`src/rtl/ib_uart_bridge_if.sv`:
```
// Byte-stream and IB expander handshake bundle for ib_uart_bridge.
// slave = bridge side, master = UART/meter environment side.
interface ib_uart_bridge_if;
    logic [7:0] uart_rx_data;
    logic       uart_rx_valid;
    logic       uart_rx_ready;
    logic [7:0] uart_tx_data;
    logic       uart_tx_valid;
    logic       uart_tx_ready;
    logic [7:0] ib_tx_data;
    logic       ib_tx_data_available;
    logic       ib_tx_data_ack_n;
    logic [7:0] ib_rx_data;
    logic       ib_rx_data_available;
    logic       ib_tx_ack;

    modport slave (
        input  uart_rx_data, uart_rx_valid, uart_tx_ready,
        input  ib_tx_data_ack_n, ib_rx_data, ib_rx_data_available,
        output uart_rx_ready, uart_tx_data, uart_tx_valid,
        output ib_tx_data, ib_tx_data_available, ib_tx_ack
    );

    modport master (
        output uart_rx_data, uart_rx_valid, uart_tx_ready,
        output ib_tx_data_ack_n, ib_rx_data, ib_rx_data_available,
        input  uart_rx_ready, uart_tx_data, uart_tx_valid,
        input  ib_tx_data, ib_tx_data_available, ib_tx_ack
    );
endinterface

```
`src/rtl/ib_uart_bridge.sv`:
```
// UART <-> IB expander bridge: host->meter FIFO plus two independent 4-phase handshake FSMs.
// Defining IB_ACK_TIMEOUT_EN adds a per-handshake watchdog and the sticky ib_timeout flag.
//
// state     | meaning
// D_IDLE    | waiting for a queued byte; loads ib_tx_data from FIFO head
// D_OFFER   | ib_tx_data_available high, waiting for ack_n low
// D_RELEASE | byte popped, waiting for ack_n to return high
// U_IDLE    | waiting for meter byte; captures ib_rx_data on avail
// U_SEND    | uart_tx_valid high until the transmitter takes it
// U_ACK     | ib_tx_ack high until the meter drops available
module ib_uart_bridge #(
    parameter int FIFO_DEPTH     = 16,
    parameter int SYNC_STAGES    = 2,
    parameter int TIMEOUT_CYCLES = 800000
) (
    input  logic            clk,
    input  logic            rst,
    ib_uart_bridge_if.slave bus,
    output logic            overflow,
    output logic            ib_timeout
);
    localparam int AW = $clog2(FIFO_DEPTH);
    localparam int CW = $clog2(FIFO_DEPTH + 1);

    typedef enum logic [1:0] {D_IDLE, D_OFFER, D_RELEASE} d_state_t;
    typedef enum logic [1:0] {U_IDLE, U_SEND, U_ACK} u_state_t;

    if (FIFO_DEPTH < 2 || (FIFO_DEPTH & (FIFO_DEPTH - 1)) != 0 ||
        SYNC_STAGES < 1 || TIMEOUT_CYCLES < 2) begin : g_param_check
        $error("ib_uart_bridge: illegal parameter combination");
    end

    // Reset values match the expander idle levels so no phantom edge is seen.
    logic [SYNC_STAGES-1:0] ack_n_sync, avail_sync;
    logic ack_n_s, avail_s;

    always_ff @(posedge clk) begin
        if (rst) begin
            ack_n_sync <= '1;
            avail_sync <= '0;
        end else begin
            ack_n_sync[0] <= bus.ib_tx_data_ack_n;
            avail_sync[0] <= bus.ib_rx_data_available;
            for (int i = 1; i < SYNC_STAGES; i++) begin
                ack_n_sync[i] <= ack_n_sync[i-1];
                avail_sync[i] <= avail_sync[i-1];
            end
        end
    end

    assign ack_n_s = ack_n_sync[SYNC_STAGES-1];
    assign avail_s = avail_sync[SYNC_STAGES-1];

    logic [7:0]    mem [FIFO_DEPTH];
    logic [AW-1:0] wr_ptr, rd_ptr;
    logic [CW-1:0] count;
    logic          full, empty, push, pop;

    assign full  = (count == CW'(FIFO_DEPTH));
    assign empty = (count == '0);
    assign push  = bus.uart_rx_valid & ~full;
    assign bus.uart_rx_ready = ~full;

    always_ff @(posedge clk) begin
        if (push) mem[wr_ptr] <= bus.uart_rx_data;
    end

    always_ff @(posedge clk) begin
        if (rst) begin
            wr_ptr   <= '0;
            rd_ptr   <= '0;
            count    <= '0;
            overflow <= 1'b0;
        end else begin
            if (push) wr_ptr <= wr_ptr + AW'(1);
            if (pop)  rd_ptr <= rd_ptr + AW'(1);
            if (push && !pop)      count <= count + CW'(1);
            else if (pop && !push) count <= count - CW'(1);
            if (bus.uart_rx_valid && full) overflow <= 1'b1;
        end
    end

    d_state_t   d_state, d_state_next;
    u_state_t   u_state, u_state_next;
    logic       d_load, u_capture, d_expire, u_expire;
    logic [7:0] ib_tx_data_q, uart_tx_data_q;

    always_ff @(posedge clk) begin
        if (rst) begin
            d_state        <= D_IDLE;
            u_state        <= U_IDLE;
            ib_tx_data_q   <= '0;
            uart_tx_data_q <= '0;
        end else begin
            d_state <= d_state_next;
            u_state <= u_state_next;
            if (d_load)    ib_tx_data_q   <= mem[rd_ptr];
            if (u_capture) uart_tx_data_q <= bus.ib_rx_data;
        end
    end

    always_comb begin
        d_state_next = d_state;
        d_load       = 1'b0;
        pop          = 1'b0;
        unique case (d_state)
            D_IDLE: if (!empty) begin
                d_load       = 1'b1;
                d_state_next = D_OFFER;
            end
            D_OFFER: if (!ack_n_s) begin
                pop          = 1'b1;
                d_state_next = D_RELEASE;
            end else if (d_expire) begin
                pop          = 1'b1;
                d_state_next = D_IDLE;
            end
            D_RELEASE: if (ack_n_s || d_expire) d_state_next = D_IDLE;
            default: d_state_next = D_IDLE;
        endcase
    end

    always_comb begin
        u_state_next = u_state;
        u_capture    = 1'b0;
        unique case (u_state)
            U_IDLE: if (avail_s) begin
                u_capture    = 1'b1;
                u_state_next = U_SEND;
            end
            U_SEND:  if (bus.uart_tx_ready) u_state_next = U_ACK;
            U_ACK:   if (!avail_s || u_expire) u_state_next = U_IDLE;
            default: u_state_next = U_IDLE;
        endcase
    end

    assign bus.ib_tx_data           = ib_tx_data_q;
    assign bus.ib_tx_data_available = (d_state == D_OFFER);
    assign bus.uart_tx_data         = uart_tx_data_q;
    assign bus.uart_tx_valid        = (u_state == U_SEND);
    assign bus.ib_tx_ack            = (u_state == U_ACK);

`ifdef IB_ACK_TIMEOUT_EN
    localparam int TW = $clog2(TIMEOUT_CYCLES);
    localparam logic [TW-1:0] TMR_LOAD = TW'(TIMEOUT_CYCLES - 1);

    // Down-counters reload on every state change; terminal count means expiry.
    logic [TW-1:0] d_tmr, u_tmr;

    always_ff @(posedge clk) begin
        if (rst) begin
            d_tmr      <= TMR_LOAD;
            u_tmr      <= TMR_LOAD;
            ib_timeout <= 1'b0;
        end else begin
            if (d_state_next != d_state)                d_tmr <= TMR_LOAD;
            else if (d_state != D_IDLE && d_tmr != '0) d_tmr <= d_tmr - TW'(1);
            if (u_state_next != u_state)               u_tmr <= TMR_LOAD;
            else if (u_state == U_ACK && u_tmr != '0)  u_tmr <= u_tmr - TW'(1);
            if (d_expire || u_expire) ib_timeout <= 1'b1;
        end
    end

    assign d_expire = (d_state != D_IDLE) && (d_tmr == '0);
    assign u_expire = (u_state == U_ACK) && (u_tmr == '0);
`else
    assign d_expire   = 1'b0;
    assign u_expire   = 1'b0;
    assign ib_timeout = 1'b0;
`endif
endmodule

```
`src/flat_wrapper.sv`:
```
// flat-port wrapper written by rule: the top's interface ports become plain ports
module ib_uart_bridge_flat 
#(
    parameter int FIFO_DEPTH     = 16,
    parameter int SYNC_STAGES    = 2,
    parameter int TIMEOUT_CYCLES = 800000
)
  (clk, rst, overflow, ib_timeout, bus_uart_rx_data, bus_uart_rx_valid, bus_uart_tx_ready, bus_ib_tx_data_ack_n, bus_ib_rx_data, bus_ib_rx_data_available, bus_uart_rx_ready, bus_uart_tx_data, bus_uart_tx_valid, bus_ib_tx_data, bus_ib_tx_data_available, bus_ib_tx_ack);
  ib_uart_bridge_if bus_i ();
  input  logic clk;
  input  logic rst;
  output logic overflow;
  output logic ib_timeout;
  input wire logic [$bits(bus_i.uart_rx_data)-1:0] bus_uart_rx_data;
  input wire logic [$bits(bus_i.uart_rx_valid)-1:0] bus_uart_rx_valid;
  input wire logic [$bits(bus_i.uart_tx_ready)-1:0] bus_uart_tx_ready;
  input wire logic [$bits(bus_i.ib_tx_data_ack_n)-1:0] bus_ib_tx_data_ack_n;
  input wire logic [$bits(bus_i.ib_rx_data)-1:0] bus_ib_rx_data;
  input wire logic [$bits(bus_i.ib_rx_data_available)-1:0] bus_ib_rx_data_available;
  output wire logic [$bits(bus_i.uart_rx_ready)-1:0] bus_uart_rx_ready;
  output wire logic [$bits(bus_i.uart_tx_data)-1:0] bus_uart_tx_data;
  output wire logic [$bits(bus_i.uart_tx_valid)-1:0] bus_uart_tx_valid;
  output wire logic [$bits(bus_i.ib_tx_data)-1:0] bus_ib_tx_data;
  output wire logic [$bits(bus_i.ib_tx_data_available)-1:0] bus_ib_tx_data_available;
  output wire logic [$bits(bus_i.ib_tx_ack)-1:0] bus_ib_tx_ack;
  assign bus_i.uart_rx_data = bus_uart_rx_data;
  assign bus_i.uart_rx_valid = bus_uart_rx_valid;
  assign bus_i.uart_tx_ready = bus_uart_tx_ready;
  assign bus_i.ib_tx_data_ack_n = bus_ib_tx_data_ack_n;
  assign bus_i.ib_rx_data = bus_ib_rx_data;
  assign bus_i.ib_rx_data_available = bus_ib_rx_data_available;
  assign bus_uart_rx_ready = bus_i.uart_rx_ready;
  assign bus_uart_tx_data = bus_i.uart_tx_data;
  assign bus_uart_tx_valid = bus_i.uart_tx_valid;
  assign bus_ib_tx_data = bus_i.ib_tx_data;
  assign bus_ib_tx_data_available = bus_i.ib_tx_data_available;
  assign bus_ib_tx_ack = bus_i.ib_tx_ack;
  ib_uart_bridge #(.FIFO_DEPTH(FIFO_DEPTH), .SYNC_STAGES(SYNC_STAGES), .TIMEOUT_CYCLES(TIMEOUT_CYCLES)) u_core (.clk(clk), .rst(rst), .bus(bus_i), .overflow(overflow), .ib_timeout(ib_timeout));
endmodule
```
`config.mk`:
```
export PLATFORM = sky130hd
export DESIGN_NAME = ib_uart_bridge_flat
export DESIGN_NICKNAME = d
export VERILOG_FILES = /design/src/rtl/ib_uart_bridge_if.sv /design/src/rtl/ib_uart_bridge.sv /design/src/flat_wrapper.sv
export SDC_FILE = /design/constraint.sdc
export NUM_CORES = 1
export LEC_CHECK = 0
export ABC_AREA = 1
export CAP_MARGIN = 20
export CORE_AREA = 2 2 131 107
export CTS_BUF_LIST = sky130_fd_sc_hd__clkbuf_4
export CTS_CLUSTER_DIAMETER = 100
export DETAILED_ROUTE_END_ITERATION = 10
export DIE_AREA = 0 0 133 109
export HOLD_SLACK_MARGIN = 0.1
export PLACE_DENSITY = 0.74
export SLEW_MARGIN = 20
export SYNTH_ARGS = -nofsm -noshare
export SYNTH_HDL_FRONTEND = slang
export SYNTH_SLANG_ARGS = --single-unit
```
`constraint.sdc`:
```
create_clock -name clk -period 2.9 [get_ports clk]
set_input_delay 0.87 -clock clk [delete_from_list [all_inputs] [get_ports clk]]
set_output_delay 0.87 -clock clk [all_outputs]
set_load 0.02 [all_outputs]
```
==> metrics <==
Placer Congestion around 0.86; P_leak 3.40 nW; Switch Pwr 0.00134 W; r2r setup slk 0.53 ns; root buffer cell clkbuf_4; Worst Skew 0.0202 ns; Die Area 14500 sq um; fin nets 822; WL/cell between 15 and 20 um; first-iteration detailed-routing DRC count between 400 and 500; relative slew slack 0.517; Total GRT Usage 0.223; hold buffers post-CTS 0; critical path startpoint category flip-flop; syn nets 762; Clock Latency Late Sink ~0.55 ns; Setup TNS Final 0 ns; largest net degree at the start of global routing 67; Reg-to-Reg Start u_core.d_state[0]; Setup CP Type flip-flop to primary output; Seq cells post-synth approximately 170; Worst IR Drop VDD 0.000301 V; IO Pins between 40 and 50; worst hold start u_core.avail_sync[0]; critical path fanouts, max 4; die width 133 um; Layout area overhead 13.3%; first-pass GRT wire length 24000 um; number of placement rows 38; FF-to-FF path depth 13; crit path buf inv count 1; Worst-Margin Slew 0.722 ns; final WL 15400 um; n_diodes 0; crit-path leading delay family buffers and inverters; Crit-path slowest cell clkdlybuf4s50_1; Final period util 0.938; min cycle time layout 2.72 ns; combinational share of power 0.182; distinct cell type count after synthesis 23; Clock Sink Count 166; die span in y 109 um; vias in the first global route 4707; I/O Buffers 42; H-tree levels 4; Residual DRC 0; fmax between 300 and 400 MHz; vias per std cell 5.12; syn avg cell area 9.74 sq um; Synth Cell Area 7110 sq um; Post-Synthesis Cells 730; Seq pwr share 0.562; total core area 13300 sq um; post-CTS sizing 0; Internal 0.00357 W; r2r endpoint u_core.count[3]; Clock Tree Buf Depth 2; CP max stage delay 0.63 ns; Setup Buffers After CTS 0; # setup viols final 0; Final Hold Fails 0; detailed-placement wirelength estimate 10200 um; unrepaired setup endpoints after global routing false; Finished Core Util 0.607; CTS tree built; WP data arrival 1.85 ns; Post-synth EDFFs 128; Hold Path Class flip-flop to flip-flop; Ys Warns 0; max-cap viol count 0; CTS Buf Count 17; Main synth FF type edfxtp_1; max-slew violations 0; switching part of the total 0.274; cell chain of the critical path nor2_1 -> nand4_1 -> clkdlybuf4s50_1; share of cells above drive strength 1 0.0774; Hold Crit Depth 2; DRT Pass-1 Iters 5; Worst Hold Path EP u_core.avail_sync[1]; Cell Pwr Density 610 nW/um^2; Starting Density 0.536; Clk network pwr share 0.256; Critical Path End Type primary output; critical path data required time 2.03 ns; Routed Antenna Nets 0; Worst-path clk slew 0.12 ns; initial antenna violation count 0; via count 5027; post-synthesis sequential area ratio 0.648; asr flop ratio synth 0; Remaining Overflow, GRT 0; status completed
state kept, by name, summed over array words and instances (netlist names):
register,cells
u_core.mem,128
u_core.bus.ib_tx_data,8
u_core.bus.uart_tx_data,8
u_core.count,5
u_core.rd_ptr,4
u_core.wr_ptr,4
u_core.ack_n_sync,2
u_core.avail_sync,2
u_core.d_state,2
u_core.u_state,2
u_core.overflow,1
worst min-delay path, stage by stage, from the launching register on:
cell and delay (ns):
dfxtp_1 0.32, inv_1 0.04, nor2_1 0.03
per-stage QoR:
| stage | setup slack (ns) | power [W] | instances | hold slack [ns] | instance area [sq um] |
|---|---|---|---|---|---|
| after floorplan | 0.595 | 0.00336 | 730 | 0.388 | 7110 |
| after global placement | 0.0999 | 0.00365 | 950 | 0.393 | 7780 |
| after detailed placement | 0.0918 | 0.00369 | 950 | 0.398 | 7780 |
| after CTS | 0.142 | 0.00492 | 980 | 0.421 | 8030 |
| after global routing | 0.0669 | 0.00514 | 981 | 0.454 | 8050 |
| final | 0.179 | 0.00491 | 981 | 0.413 | 8050 |
how the worst max path moves through the flow:
stage	from	endpoint	slack, ns	depth (start not counted)
after floorplan	bus_uart_rx_valid	u_core.count[3]	0.60	10
after global placement	bus_uart_rx_valid	u_core.count[3]	0.1	11
after detailed placement	bus_uart_rx_valid	u_core.count[3]	0.09	11
after CTS	u_core.count[0]	bus_uart_rx_ready	0.14	3
after global routing	u_core.count[0]	bus_uart_rx_ready	0.07	3
final	u_core.count[0]	bus_uart_rx_ready	0.18	3
layout make-up:
type / count / area (sq um)
Timing Repair Buffer: 72 / 666
Tap cell: 180 / 225
Multi-Input combinational cell: 432 / 1930
Fill cell: 1085 / 5210
Sequential cell: 166 / 4610
Inverter: 101 / 379
Clock buffer: 22 / 165
Clock inverter: 8 / 83.8
layer usage:
layer | routed length, um | GRT usage
met1 | 6760 | 0.297
met2 | 7430 | 0.358
met5 | 0 | 0
met4 | 294 | 0.0968
met3 | 972 | 0.0497
placed cells by master, fill, tap and decap left out, types with 5 or more instances in the layout:
cell type | netlist | final
buf_4 | 10 | 29
dfxtp_1 | 38 | 37
o21ai_0 | 18 | 18
nor2_1 | 59 | 59
nand2_1 | 219 | 219
nand3_1 | 94 | 94
a21oi_1 | 17 | 17
clkinv_1 | 2 | 7
edfxtp_1 | 128 | 128
clkbuf_4 | 0 | 22
clkdlybuf4s50_1 | 0 | 42
xor2_1 | 5 | 5
inv_1 | 97 | 97
ha_1 | 9 | 9
cell families (layout without fill, tap and decap cells):
logic type                 after synthesis  in the layout  synth area share
AOI/OAI and AO/OA                       36             36            0.0257
xor gates and xnor gates                 6              6           0.00739
adders and majority gates               10             10            0.0187
buffers and inverters                  132            203            0.0811
DFF                                    166            166             0.648
other                                    1              1          0.000527
and+or+nand+nor                        379            379             0.219
synthesized netlist by cell type, types with 2 or more instances:
library cell | count | share of area
dfxtp_1 | 38 | 0.11
inv_1 | 97 | 0.051
nand3_1 | 94 | 0.066
xor2_1 | 5 | 0.0062
a21oi_1 | 17 | 0.012
inv_2 | 2 | 0.0011
nand4_1 | 3 | 0.0026
edfxtp_1 | 128 | 0.54
buf_4 | 10 | 0.011
ha_1 | 9 | 0.016
nand2_2 | 2 | 0.0018
clkbuf_1 | 6 | 0.0032
nor2_1 | 59 | 0.031
buf_6 | 4 | 0.0063
o21ai_0 | 18 | 0.013
buf_2 | 11 | 0.0077
clkinv_1 | 2 | 0.0011
nand2_1 | 219 | 0.12
or2_2 | 2 | 0.0018
power by group through the flow:
stage                     combinational (W)  sequential [W]  clock [W]
after floorplan                    0.000499         0.00286          0
after global routing               0.000993         0.00277    0.00138
after detailed placement           0.000879         0.00281          0
final                              0.000893         0.00276    0.00126
after global placement             0.000853         0.00280          0
after CTS                          0.000889         0.00276    0.00127
Note: power is estimated with default switching activity, not from simulation.
